==> src/rtl/loader_pkg.sv <==
// Shared types and sizing for the operand loader.
// Holds the FSM state encoding and the frame geometry constants.
// Optional checksum state is present only when LOADER_CHECKSUM_EN is defined.
package loader_pkg;

    localparam int A_N       = 16;
    localparam int B_N       = 9;
    localparam int FRAME_LEN = A_N + B_N;
    localparam int CK_IDX    = 25;

    typedef enum logic [2:0] {
        ST_IDLE,
        ST_LOAD,
`ifdef LOADER_CHECKSUM_EN
        ST_CHECK,
`endif
        ST_FIRE,
        ST_HOLD
    } loader_state_t;

endpackage

==> src/rtl/loader_xor_acc.sv <==
// Running XOR of the operand bytes of one frame, used for the checksum compare.
// Latency: acc_o reflects every byte written up to and including the previous edge.
// No backpressure: updates whenever en_i is high, clears while clr_i is high.
module loader_xor_acc #(
    parameter int DW = 8
) (
    input  logic          clk,
    input  logic          reset,
    input  logic          clr_i,
    input  logic          en_i,
    input  logic [DW-1:0] dat_i,
    output logic [DW-1:0] acc_o
);

    logic [DW-1:0] acc_q;
    logic [DW-1:0] acc_d;
    logic [DW-1:0] base;

    // Clear takes effect before the fold, so the first byte accepted in IDLE
    // seeds the accumulator instead of being lost.
    always_comb begin
        base  = clr_i ? '0 : acc_q;
        acc_d = en_i ? (base ^ dat_i) : base;
    end

    // Accumulator register.
    always_ff @(posedge clk or negedge reset) begin
        if (!reset) begin
            acc_q <= '0;
        end else begin
            acc_q <= acc_d;
        end
    end

    assign acc_o = acc_q;

endmodule

==> src/rtl/operand_loader.sv <==
// Byte-serial loader that fills the 4x4 A and 3x3 B operand registers, then pulses run.
// Latency: run is high the cycle after the last frame byte is accepted; matrices are registered.
// Backpressure: in_ready drops in FIRE/HOLD until release_i; optional LOADER_CHECKSUM_EN adds a checksum byte.
module operand_loader #(
    parameter int DW  = 8,
    parameter int A_N = 16,
    parameter int B_N = 9
) (
    input  logic             clk,
    input  logic             reset,
    input  logic             in_valid,
    input  logic [DW-1:0]    in_data,
    output logic             in_ready,
    input  logic             abort,
    input  logic             release_i,
    output logic [A_N*DW-1:0] a_mat,
    output logic [B_N*DW-1:0] b_mat,
    output logic             run,
    output logic             busy,
    output logic [4:0]       load_cnt,
    output logic             err
);

    import loader_pkg::*;

    localparam int FRAME = A_N + B_N;

    loader_state_t state_q, state_d;
    logic [4:0]    cnt_q, cnt_d;
    logic          xfer;
    logic          wr_en;
    logic [DW-1:0] a_q [A_N];
    logic [DW-1:0] b_q [B_N];

`ifdef LOADER_CHECKSUM_EN
    logic          err_q, err_d;
    logic [DW-1:0] xor_acc;
    logic          ck_match;

    loader_xor_acc #(.DW(DW)) u_xor_acc (
        .clk   (clk),
        .reset (reset),
        .clr_i (state_q == ST_IDLE),
        .en_i  (wr_en),
        .dat_i (in_data),
        .acc_o (xor_acc)
    );

    assign ck_match = (xor_acc == in_data);
    assign err      = err_q;
`else
    assign err = 1'b0;
`endif

    assign xfer = in_valid & in_ready;

    // State decodes for the handshake and the controller-facing status.
    always_comb begin
        in_ready = (state_q == ST_IDLE) || (state_q == ST_LOAD)
`ifdef LOADER_CHECKSUM_EN
                   || (state_q == ST_CHECK)
`endif
                   ;
        run  = (state_q == ST_FIRE);
        busy = (state_q == ST_FIRE) || (state_q == ST_HOLD);
    end

    // Next-state, byte counter and write-enable decode; abort beats a same-cycle transfer.
    always_comb begin
        state_d = state_q;
        cnt_d   = cnt_q;
        wr_en   = 1'b0;
`ifdef LOADER_CHECKSUM_EN
        err_d   = err_q;
`endif
        case (state_q)
            ST_IDLE: begin
                if (xfer) begin
                    wr_en   = 1'b1;
                    cnt_d   = 5'd1;
                    state_d = ST_LOAD;
`ifdef LOADER_CHECKSUM_EN
                    err_d   = 1'b0;
`endif
                end
            end
            ST_LOAD: begin
                if (abort) begin
                    state_d = ST_IDLE;
                    cnt_d   = 5'd0;
                end else if (xfer) begin
                    wr_en = 1'b1;
                    cnt_d = cnt_q + 5'd1;
                    if (cnt_q == 5'(FRAME - 1)) begin
`ifdef LOADER_CHECKSUM_EN
                        state_d = ST_CHECK;
`else
                        state_d = ST_FIRE;
`endif
                    end
                end
            end
`ifdef LOADER_CHECKSUM_EN
            ST_CHECK: begin
                if (abort) begin
                    state_d = ST_IDLE;
                    cnt_d   = 5'd0;
                end else if (xfer) begin
                    if (ck_match) begin
                        state_d = ST_FIRE;
                        cnt_d   = cnt_q + 5'd1;
                    end else begin
                        state_d = ST_IDLE;
                        cnt_d   = 5'd0;
                        err_d   = 1'b1;
                    end
                end
            end
`endif
            ST_FIRE: begin
                state_d = ST_HOLD;
            end
            ST_HOLD: begin
                if (release_i) begin
                    state_d = ST_IDLE;
                    cnt_d   = 5'd0;
                end
            end
            default: begin
                state_d = ST_IDLE;
                cnt_d   = 5'd0;
            end
        endcase
    end

    // FSM state, byte counter and sticky error.
    always_ff @(posedge clk or negedge reset) begin
        if (!reset) begin
            state_q <= ST_IDLE;
            cnt_q   <= 5'd0;
`ifdef LOADER_CHECKSUM_EN
            err_q   <= 1'b0;
`endif
        end else begin
            state_q <= state_d;
            cnt_q   <= cnt_d;
`ifdef LOADER_CHECKSUM_EN
            err_q   <= err_d;
`endif
        end
    end

    // Operand registers: the byte counter selects the element; only reset clears them.
    always_ff @(posedge clk or negedge reset) begin
        if (!reset) begin
            for (int i = 0; i < A_N; i++) a_q[i] <= '0;
            for (int j = 0; j < B_N; j++) b_q[j] <= '0;
        end else if (wr_en) begin
            for (int i = 0; i < A_N; i++) begin
                if (cnt_q == 5'(i)) a_q[i] <= in_data;
            end
            for (int j = 0; j < B_N; j++) begin
                if (cnt_q == 5'(A_N + j)) b_q[j] <= in_data;
            end
        end
    end

    for (genvar gi = 0; gi < A_N; gi++) begin : g_a_pack
        assign a_mat[gi*DW +: DW] = a_q[gi];
    end
    for (genvar gj = 0; gj < B_N; gj++) begin : g_b_pack
        assign b_mat[gj*DW +: DW] = b_q[gj];
    end

    assign load_cnt = cnt_q;

endmodule

==> config.mk <==
export PLATFORM = sky130hd
export DESIGN_NAME = operand_loader
export DESIGN_NICKNAME = d
export VERILOG_FILES = /design/src/rtl/loader_pkg.sv /design/src/rtl/loader_xor_acc.sv /design/src/rtl/operand_loader.sv
export SDC_FILE = /design/constraint.sdc
export NUM_CORES = 1
export LEC_CHECK = 0
export ABC_AREA = 1
export CAP_MARGIN = 20
export CELL_PAD_IN_SITES_DETAIL_PLACEMENT = 2
export CELL_PAD_IN_SITES_GLOBAL_PLACEMENT = 2
export CORE_UTILIZATION = 27
export DETAILED_ROUTE_END_ITERATION = 10
export GPL_TIMING_DRIVEN = 0
export MAX_ROUTING_LAYER = met4
export PLACE_DENSITY = 0.86
export SYNTH_ARGS = -nofsm -noshare
export SYNTH_HDL_FRONTEND = slang
export SYNTH_SLANG_ARGS = --single-unit
export TNS_END_PERCENT = 20
==> constraint.sdc <==
create_clock -name clk -period 1.6 [get_ports clk]
set_input_delay 0.32 -clock clk [delete_from_list [all_inputs] [get_ports clk]]
set_output_delay 0.32 -clock clk [all_outputs]
set_load 0.005 [all_outputs]
==> run_results.csv, run 1 <==
group,metric,value,unit
flow_run,drv_cap,0,
detailed_routing,vias,7486,
timing,skew,0.0132,ns
timing,finalCriticalPeriod,1.67,ns
detailed_routing,wl_per_cell,22.7,um
critical_path,reg2reg_setup_slack,-0.07,ns
floorplanning,die_x,180,um
timing,fin_hold_ws,0.309,ns
place,dp_slack,-1.29,ns
critical_path,cp-startpoint,"load_cnt[0]",
outcome,outcome,"finished with violations",
final_layout,utilization,0.431,
timing,fin_crit_sh,1.05,
place,io_buffer_count,220,
final_layout,nets,1169,
timing,tightestPinTransition,0.634,ns
detailed_routing,wl,35500,um
clocking,cts_made_buffers,25,
grt,grt_usage,0.218,
floorplanning,start_util,0.276,
critical_path,critPathKind,"flop to flop",
critical_path,reg2regPathDepth,8,
floorplanning,die-area,0.0323,mm^2
detailed_routing,ant_nets,0,
floorplanning,rows,64,
timing,setup_viol,47,
logic_synthesis,synth_top_area_share,0.608,
power_and_ir_drop,leakage,7.04,nW
timing,slew_violations,0,
grt,grt_start_max_net_pins,105,
logic_synthesis,synth_cell_type_count,27,
final_layout,synthToLayoutAreaGrowth,55.8,%
final_layout,stdcell_count,1563,
logic_synthesis,ys.warnings.count,0,
logic_synthesis,synth_top_area_cell,"dfrtp_1",
critical_path,r2r_start,"load_cnt[0]",
clocking,clk_latency,0.53,ns
logic_synthesis,ys_seq_area_frac,0.608,
critical_path,startpoint_type,"flop",
critical_path,critPathMaxFanout,6,
place,placedCellCount,1444,
logic_synthesis,synth_fp_nets,845,
detailed_routing,drt_pre_antenna_iters,7,
detailed_routing,dr.first_iter.drc_count,346,
logic_synthesis,synth_area_per_cell,10.3,um^2
critical_path,cp-endpoint,"a_mat[2]",
timing,max_freq,598,MHz
power_and_ir_drop,peakVddDrop,706,uV
power_and_ir_drop,power_density,1120,mW/mm^2
final_layout,antennaDiodeCount,0,
clocking,ctsHtreeMaxLevel,1,
floorplanning,core_area,0.0308,mm^2
grt,overflow,0,
outcome,violations,"DRC, setup timing",
grt,antenna_found_initial,0,
final_layout,fillCellCount,3215,
clocking,cts-root-buf,"clkbuf_16",
timing,fin_setup_tns,-0.816,ns
critical_path,arrival,2.07,ns
floorplanning,die_y,180,um
place,gp_congestion,0.790,
logic_synthesis,synth_area_leaders,"dfrtp_1 (61%), nand2_1 (11%), o21ai_2 (8.2%)",
logic_synthesis,ys_ff_latch,207,
critical_path,end_kind,"flop",
floorplanning,io_pins,222,
place,dp_hpwl,22300,um
logic_synthesis,syn_area,0.00852,mm^2
min_path,hp-class,"input port to flop",
grt,grt_pass1_wl,52400,um
timing,max-slew-margin-rel,0.577,
timing,rsz0062_at_grt,"yes",
clocking,clkSinkCount,207,
detailed_routing,via_per_inst,4.79,
timing,hold_violations,0,
final_layout,drive_gt1_frac,0.324,
critical_path,cp.required,2.00,ns
clocking,clk_pin_slew_worst_paths,0.06,ns
detailed_routing,drc_errors,18,
grt,grt_pass1_vias,8386,
timing,fin_ws,-0.0727,ns
clocking,cts_tree,"built",
clocking,clock_path_buffers,3,
critical_path,timing.rr.end,"a_mat[2]",
logic_synthesis,synthCells,827,
how the worst min path moves through the flow:
stage / start / to / slack, ns / cells past startpoint
global route: in_data[2] / b_mat[10] / 0.32 / 3
floorplan: reset / a_mat[0] / 0.02 / 0
CTS: reset / b_mat[30] / 0.47 / 2
finish: in_data[3] / a_mat[11] / 0.31 / 3
detailed placement: reset / b_mat[30] / 0.42 / 1
global placement: b_mat[43] / b_mat[43] / 0.46 / 2
cell families after synthesis:
kind of cell             Yosys count  share of synthesized area
AO/OA/AOI/OAI                    207                      0.157
adder cells (fa/ha/maj)            5                    0.00734
buffers and inverters             63                     0.0442
flip-flops                       207                      0.608
other                              1                   0.000440
AND/OR/NAND/NOR                  344                      0.183
power by group:
part	internal (mW)	switching [mW]	leakage, nW	total [mW]
logic	1.38	2.00	3.80	3.38
registers	5.62	0.308	2.85	5.93
clock network	3.34	2.26	0.392	5.60
total	10.3	4.57	7.04	14.9
cell usage in the layout, fill, tap and decap left out, drive strengths merged:
master,count
nand2,287
dfrtp,207
dlygate4sd2,201
o21ai,190
buf,97
clkbuf,54
nor2,46
inv,19
a21oi,17
clkinvlp,9
clkdlybuf4s50,9
nand3,9
ha,5
nor3,4
nand4,3
clkdlybuf4s15,3
clkinv,2
dlymetal6s2s,2
conb,1
bufinv,1
dlygate4sd3,1
per-stage QoR:
stage / cell area [um^2] / power (mW)
2_1_floorplan: 8520 / 7.05
6_report: 13300 / 14.9
4_1_cts: 12700 / 14.5
3_3_place_gp: 11200 / 8.45
3_5_place_dp: 11300 / 8.58
5_1_grt: 13300 / 15.6
critical path: stages, from the launching register on:
cell and delay (ns):
dfrtp_2 0.49, inv_4 0.11, ha_4 0.17, inv_6 0.06
nor2_4 0.18, buf_4 0.16, nand2_2 0.07, o21ai_0 0.22
nand2_1 0.08
metal layers:
metal  track usage  routed length [um]
met1         0.258               14500
met2         0.367               17600
met3        0.0679                2760
met4        0.0376                 687
met5             -                   0
registers in the layout (all words and copies together), names as in the netlist:
| signal | flops |
|---|---|
| load_cnt | 5 |
| state_q | 2 |
| b_mat | 72 |
| a_mat | 128 |
synthesized netlist by cell type:
cell type / number
nand2_2: 19
a21oi_1: 17
buf_2: 4
nand2_1: 252
nand4_1: 3
nor3_1: 4
o21ai_1: 41
inv_1: 21
nor2_1: 32
o21ai_2: 80
conb_1: 1
clkbuf_1: 13
nand3_2: 1
ha_1: 5
o21ai_0: 69
inv_2: 4
nor2_2: 7
dfrtp_1: 207
inv_4: 1
nand2_4: 11
buf_12: 1
nand3_1: 6
buf_4: 7
buf_6: 12
nand3_4: 2
nor2_8: 2
nor2_4: 5
area by class of cell:
cell class | instances | area [um^2] | area share
plain buffers | 35 | 374 | 0.0282
clock buffers | 38 | 744 | 0.0561
clock inverters | 5 | 56.3 | 0.00424
inverters | 26 | 155 | 0.0117
multi-input cells | 562 | 3530 | 0.266
flip-flops and latches | 207 | 5180 | 0.390
well taps | 396 | 495 | 0.0373
repair buffers | 294 | 2740 | 0.207
what timing repair did:
item / CTS / global route
hold endpoints to repair: 103 / 0
gates resized for setup: 324 / 142
pin swaps: 20 / 43
cloned: 6 / 6
endpoints found under the setup margin: 409 / 270
hold buffers: 1 / 0
buffers inserted: 49 / 17
No activity file was read; power rests on OpenSTA's default activity.
==> run 2, diff against run 1 <==
--- a/config.mk
+++ b/config.mk
@@ -10,10 +10,12 @@
 export CELL_PAD_IN_SITES_DETAIL_PLACEMENT = 2
 export CELL_PAD_IN_SITES_GLOBAL_PLACEMENT = 2
 export CORE_UTILIZATION = 27
+export CTS_CLUSTER_DIAMETER = 200
 export DETAILED_ROUTE_END_ITERATION = 10
 export GPL_TIMING_DRIVEN = 0
 export MAX_ROUTING_LAYER = met4
 export PLACE_DENSITY = 0.86
+export SKIP_LAST_GASP = 1
 export SYNTH_ARGS = -nofsm -noshare
 export SYNTH_HDL_FRONTEND = slang
 export SYNTH_SLANG_ARGS = --single-unit
==> run 2 against run 1 <==
The run still ends with DRC, setup timing left. Worst hold slack better by 0.11 ns. First-iteration DRC count up 24%. Non-clock buffer count down 1. Clock skew up 0.0023 ns. Critical path type is now flop to output pin. Largest power group unchanged. Highest routed layer unchanged.
==> run_results.csv, run 2 (synthesis results as in run 1) <==
group,metric,value,unit
clocking,cts-root-buf,"clkbuf_16",
clocking,ctsHtreeMaxLevel,1,
grt,overflow,0,
final_layout,largest_reg_flops,128,
final_layout,drive_gt1_frac,0.288,
place,dp_hpwl,22300,um
power_and_ir_drop,power_density,1140,mW/mm^2
timing,hold_violations,0,
final_layout,antennaDiodeCount,0,
timing,tightestPinTransition,0.856,ns
clocking,clkSinkCount,207,
detailed_routing,topRoutingLayerUsed,"met4",
critical_path,critPathMaxFanout,2,
floorplanning,core_area,0.0308,mm^2
critical_path,cp.required,1.28,ns
critical_path,end_kind,"output pin",
detailed_routing,via_per_inst,4.79,
critical_path,max_stage_delay,0.54,ns
grt,antenna_found_initial,0,
detailed_routing,wl_per_cell,22.8,um
timing,setup_viol,245,
critical_path,crit_family,"buffers and inverters",
final_layout,mostFrequentLayoutCells,"nand2_1 (233), dfrtp_1 (203), clkdlybuf4s50_1 (167)",
timing,fin_crit_sh,1.12,
min_path,hp-class,"input port to asynchronous set/reset pin",
detailed_routing,ant_nets,0,
timing,finalCriticalPeriod,1.79,ns
floorplanning,die_y,180,um
critical_path,critical_path_buf_inv_count,1,
clocking,cts_tree,"built",
critical_path,arrival,1.47,ns
detailed_routing,drc_errors,18,
power_and_ir_drop,leakage,6.89,nW
outcome,violations,"DRC, setup timing",
detailed_routing,vias,7474,
final_layout,final_common_cell,"nand2_1",
timing,max-slew-margin-rel,0.429,
critical_path,critPathKind,"flop to output pin",
timing,fin_ws,-0.186,ns
clocking,clk_pin_slew_worst_paths,0.06,ns
timing,max_freq,560,MHz
clocking,clk_latency,0.53,ns
final_layout,synthToLayoutAreaGrowth,56.1,%
flow_run,drv_cap,0,
floorplanning,io_pins,222,
detailed_routing,dr.first_iter.drc_count,428,
clocking,clock_path_buffers,3,
floorplanning,rows,64,
floorplanning,die-area,0.0323,mm^2
detailed_routing,drt_pre_antenna_iters,7,
timing,skew,0.0156,ns
timing,fin_hold_ws,0.418,ns
detailed_routing,met2WireLength,17800,um
grt,grt_usage,0.221,
critical_path,startpoint_type,"flop",
place,io_buffer_count,220,
grt,grt_pass1_wl,52900,um
detailed_routing,drt-met1-wl,14000,um
floorplanning,die_x,180,um
critical_path,cp_cell_sequence,"clkdlybuf4s50_1",
critical_path,slowest_stage,"clkdlybuf4s50_1",
clocking,cts_made_buffers,25,
detailed_routing,wl,35600,um
floorplanning,start_util,0.276,
outcome,outcome,"finished with violations",
detailed_routing,met3_length,3020,um
grt,grt_pass1_vias,8433,
place,gp_congestion,0.790,
timing,slew_violations,0,
final_layout,nets,1167,
timing,rsz0062_at_grt,"yes",
power_and_ir_drop,peakVddDrop,746,uV
final_layout,fillCellCount,3170,
grt,grt_start_max_net_pins,105,
final_layout,utilization,0.432,
==> run 2: cell types whose count changed in the layout (fill, tap and decap cells not counted), moves of 17 or more <==
| cell | before | now |
|---|---|---|
| dlygate4sd2_1 | 201 | 4 |
| clkdlybuf4s50_1 | 9 | 167 |
| dlymetal6s2s_1 | 2 | 46 |
| nand2_1 | 197 | 233 |
| nand2_4 | 37 | 18 |
| nand2_2 | 47 | 30 |
==> run 2: per-stage QoR <==
stage	worst slack, ns	TNS, ns	power (mW)	instance area, um^2	cells
finish	-0.186	-23.06	15.2	13300	1561
global route	-0.248	-44.97	15.8	13300	1561
CTS	-0.224	-39.67	14.7	12800	1541
detailed placement	-1.29	-142.82	8.58	11300	1444
global placement	-8.84	-1964.33	8.45	11200	1443
floorplan	0.0491	0	7.05	8520	827
==> run 2: routing by layer <==
layer,GRT usage,vias to the layer above
met5,-,-
met1,0.255,3845
met2,0.376,220
met3,0.0705,54
met4,0.0410,0
li1,-,3355
==> run 2: final timing paths <==
check                       startpoint          to  slack [ns]  cells past startpoint
max                          a_mat[56]   a_mat[56]       -0.19                      1
min reg2reg                  a_mat[33]   a_mat[33]        0.48                      2
min                              reset   b_mat[29]        0.42                      2
max in group asynchronous        reset   b_mat[36]        0.19                      3
max reg2reg                load_cnt[4]  a_mat[125]       -0.10                      7
min in group clk             a_mat[33]   a_mat[33]        0.48                      2
==> run 2: final cells by class <==
cell class                 count  area [um^2]  area share
tap                          396          495      0.0372
clock buffer                  38          744      0.0559
inverter                      26          141      0.0106
multi-input combinational    561         3270       0.246
clock inverter                 5         56.3     0.00423
sequential                   207         5180       0.390
timing repair buffer         292         3050       0.229
buffer                        36          360      0.0271
==> run 2: repair_timing <==
action	4_1_cts	5_1_grt
cloned	6	5
buffers inserted	49	16
resized for setup	92	124
endpoints found under the setup margin	409	471
pin swaps	17	41
hold endpoints to repair	103	0
hold buffers	1	0
==> run 2: where the power goes <==
group	switching [mW]	internal, mW	total (mW)
clock	2.29	3.34	5.63
combinational	1.99	1.62	3.61
sequential	0.298	5.62	5.92
==> run 3, diff against run 2 <==
--- a/config.mk
+++ b/config.mk
@@ -6,7 +6,7 @@
 export NUM_CORES = 1
 export LEC_CHECK = 0
 export ABC_AREA = 1
-export CAP_MARGIN = 20
+export CAP_MARGIN = 30
 export CELL_PAD_IN_SITES_DETAIL_PLACEMENT = 2
 export CELL_PAD_IN_SITES_GLOBAL_PLACEMENT = 2
 export CORE_UTILIZATION = 27
==> run 3 against run 2 <==
The run still ends with DRC, setup timing left. Total power rose by 2.3%. Worst hold slack got worse by 0.011 ns. Core utilization barely moved. Sequential share of layout area barely moved. Worst setup slack got worse by 0.045 ns. Largest cell class unchanged.
==> run_results.csv, run 3 (synthesis results as in run 1) <==
group,metric,value,unit
outcome,outcome,"finished with violations",
outcome,violations,"DRC, setup timing",
final_layout,largest_reg_flops,128,
timing,hold_violations,0,
grt,grt_pass1_vias,8383,
place,dp_hpwl,22400,um
grt,overflow,0,
timing,max-slew-margin-rel,0.441,
detailed_routing,dr.first_iter.drc_count,390,
timing,fin_ws,-0.232,ns
power_and_ir_drop,power_density,1170,mW/mm^2
floorplanning,start_util,0.276,
detailed_routing,drc_errors,18,
clocking,clk_pin_slew_worst_paths,0.06,ns
clocking,cts-root-buf,"clkbuf_16",
clocking,clock_path_buffers,3,
timing,setup_viol,285,
place,io_buffer_count,220,
timing,slew_violations,0,
critical_path,critPathKind,"flop to output pin",
critical_path,arrival,1.51,ns
timing,fin_crit_sh,1.14,
floorplanning,rows,64,
final_layout,drive_gt1_frac,0.301,
floorplanning,die_y,180,um
critical_path,startpoint_type,"flop",
critical_path,crit_family,"buffers and inverters",
critical_path,slowest_stage,"clkdlybuf4s50_1",
power_and_ir_drop,peakVddDrop,808,uV
final_layout,mostFrequentLayoutCells,"nand2_1 (225), dfrtp_1 (203), clkdlybuf4s50_1 (167)",
clocking,clk_latency,0.54,ns
floorplanning,core_area,0.0308,mm^2
power_and_ir_drop,leakage,6.88,nW
timing,tightestPinTransition,0.838,ns
timing,fin_hold_ws,0.407,ns
timing,skew,0.0145,ns
final_layout,final_common_cell,"nand2_1",
power_and_ir_drop,totalPowerFinal,15.5,mW
detailed_routing,drt_pre_antenna_iters,9,
timing,finalCriticalPeriod,1.83,ns
critical_path,cp-startpoint,"a_mat[24]",
floorplanning,io_pins,222,
floorplanning,die-area,0.0323,mm^2
final_layout,antennaDiodeCount,0,
min_path,hp-class,"input port to asynchronous set/reset pin",
grt,grt_pass1_wl,52500,um
timing,rsz0062_at_grt,"yes",
critical_path,end_kind,"output pin",
clocking,clkSinkCount,207,
critical_path,critical_path_buf_inv_count,1,
place,gp_congestion,0.790,
timing,fin_setup_tns,-26.46,ns
flow_run,drv_cap,0,
final_layout,nets,1174,
clocking,cts_made_buffers,25,
final_layout,utilization,0.431,
detailed_routing,wl_per_cell,23.1,um
detailed_routing,ant_nets,0,
place,dp_slack,-1.14,ns
grt,grt_usage,0.218,
critical_path,max_stage_delay,0.57,ns
floorplanning,die_x,180,um
grt,antenna_found_initial,0,
detailed_routing,via_per_inst,4.83,
critical_path,critPathMaxFanout,2,
final_layout,synthToLayoutAreaGrowth,56.0,%
grt,grt_start_max_net_pins,105,
critical_path,r2r_start,"load_cnt[3]",
detailed_routing,vias,7577,
clocking,ctsHtreeMaxLevel,1,
timing,max_freq,546,MHz
critical_path,cp_cell_sequence,"clkdlybuf4s50_1",
clocking,cts_tree,"built",
critical_path,cp.required,1.28,ns
detailed_routing,wl,36200,um
[run 3: layout make-up]
class / count / area [um^2]
Tap cell: 396 / 495
Fill cell: 3172 / 17500
Multi-Input combinational cell: 562 / 3300
Inverter: 26 / 148
Sequential cell: 207 / 5180
Clock buffer: 36 / 707
Buffer: 35 / 319
Clock inverter: 7 / 100
Timing Repair Buffer: 299 / 3040
[run 3: repair_timing]
action | 4_1_cts | 5_1_grt
gates resized for setup | 79 | 146
pin swaps | 14 | 42
gates cloned | 1 | 6
hold buffers | 1 | 0
setup endpoints to repair | 409 | 459
buffers inserted | 45 | 29
hold endpoints to repair | 103 | 0
[run 3: layer usage]
| layer | global-route usage | routed length, um | part of all wire | up-vias |
|---|---|---|---|---|
| li1 | - | - | - | 3384 |
| met1 | 0.252 | 14400 | 0.40 | 3932 |
| met2 | 0.375 | 18500 | 0.51 | 225 |
| met3 | 0.0669 | 2780 | 0.077 | 36 |
| met4 | 0.0383 | 564 | 0.016 | 0 |
| met5 | - | 0 | 0 | - |
[run 3: final timing paths]
check / end / depth (start not counted) / slack [ns]
worst max-delay path: a_mat[24] / 1 / -0.23
worst max register to register: a_mat[53] / 7 / -0.12
worst min-delay path: a_mat[3] / 2 / 0.41
worst min register to register: a_mat[52] / 2 / 0.48
max in group asynchronous: b_mat[38] / 3 / 0.15
min in group clk: a_mat[52] / 2 / 0.48
[run 3: stage by stage]
stage,instance area (um^2),cells
finish,13300,1568
global route,13300,1568
CTS,12700,1533
detailed placement,11300,1445
global placement,11200,1443
floorplan,8520,827
[run 3: power breakdown]
part | internal (mW) | total, mW | switching (mW)
combinational | 1.77 | 3.88 | 2.10
clock | 3.39 | 5.72 | 2.34
sequential | 5.62 | 5.91 | 0.287
total | 10.8 | 15.5 | 4.73
[run 3: worst reg2reg max path: stages (launching register included)]
cell and delay, ns:
dfrtp_2 0.44, buf_4 0.17, inv_2 0.09, nand2_2 0.14
nor2_4 0.21, nand3_4 0.14, buf_2 0.22, o21ai_0 0.21
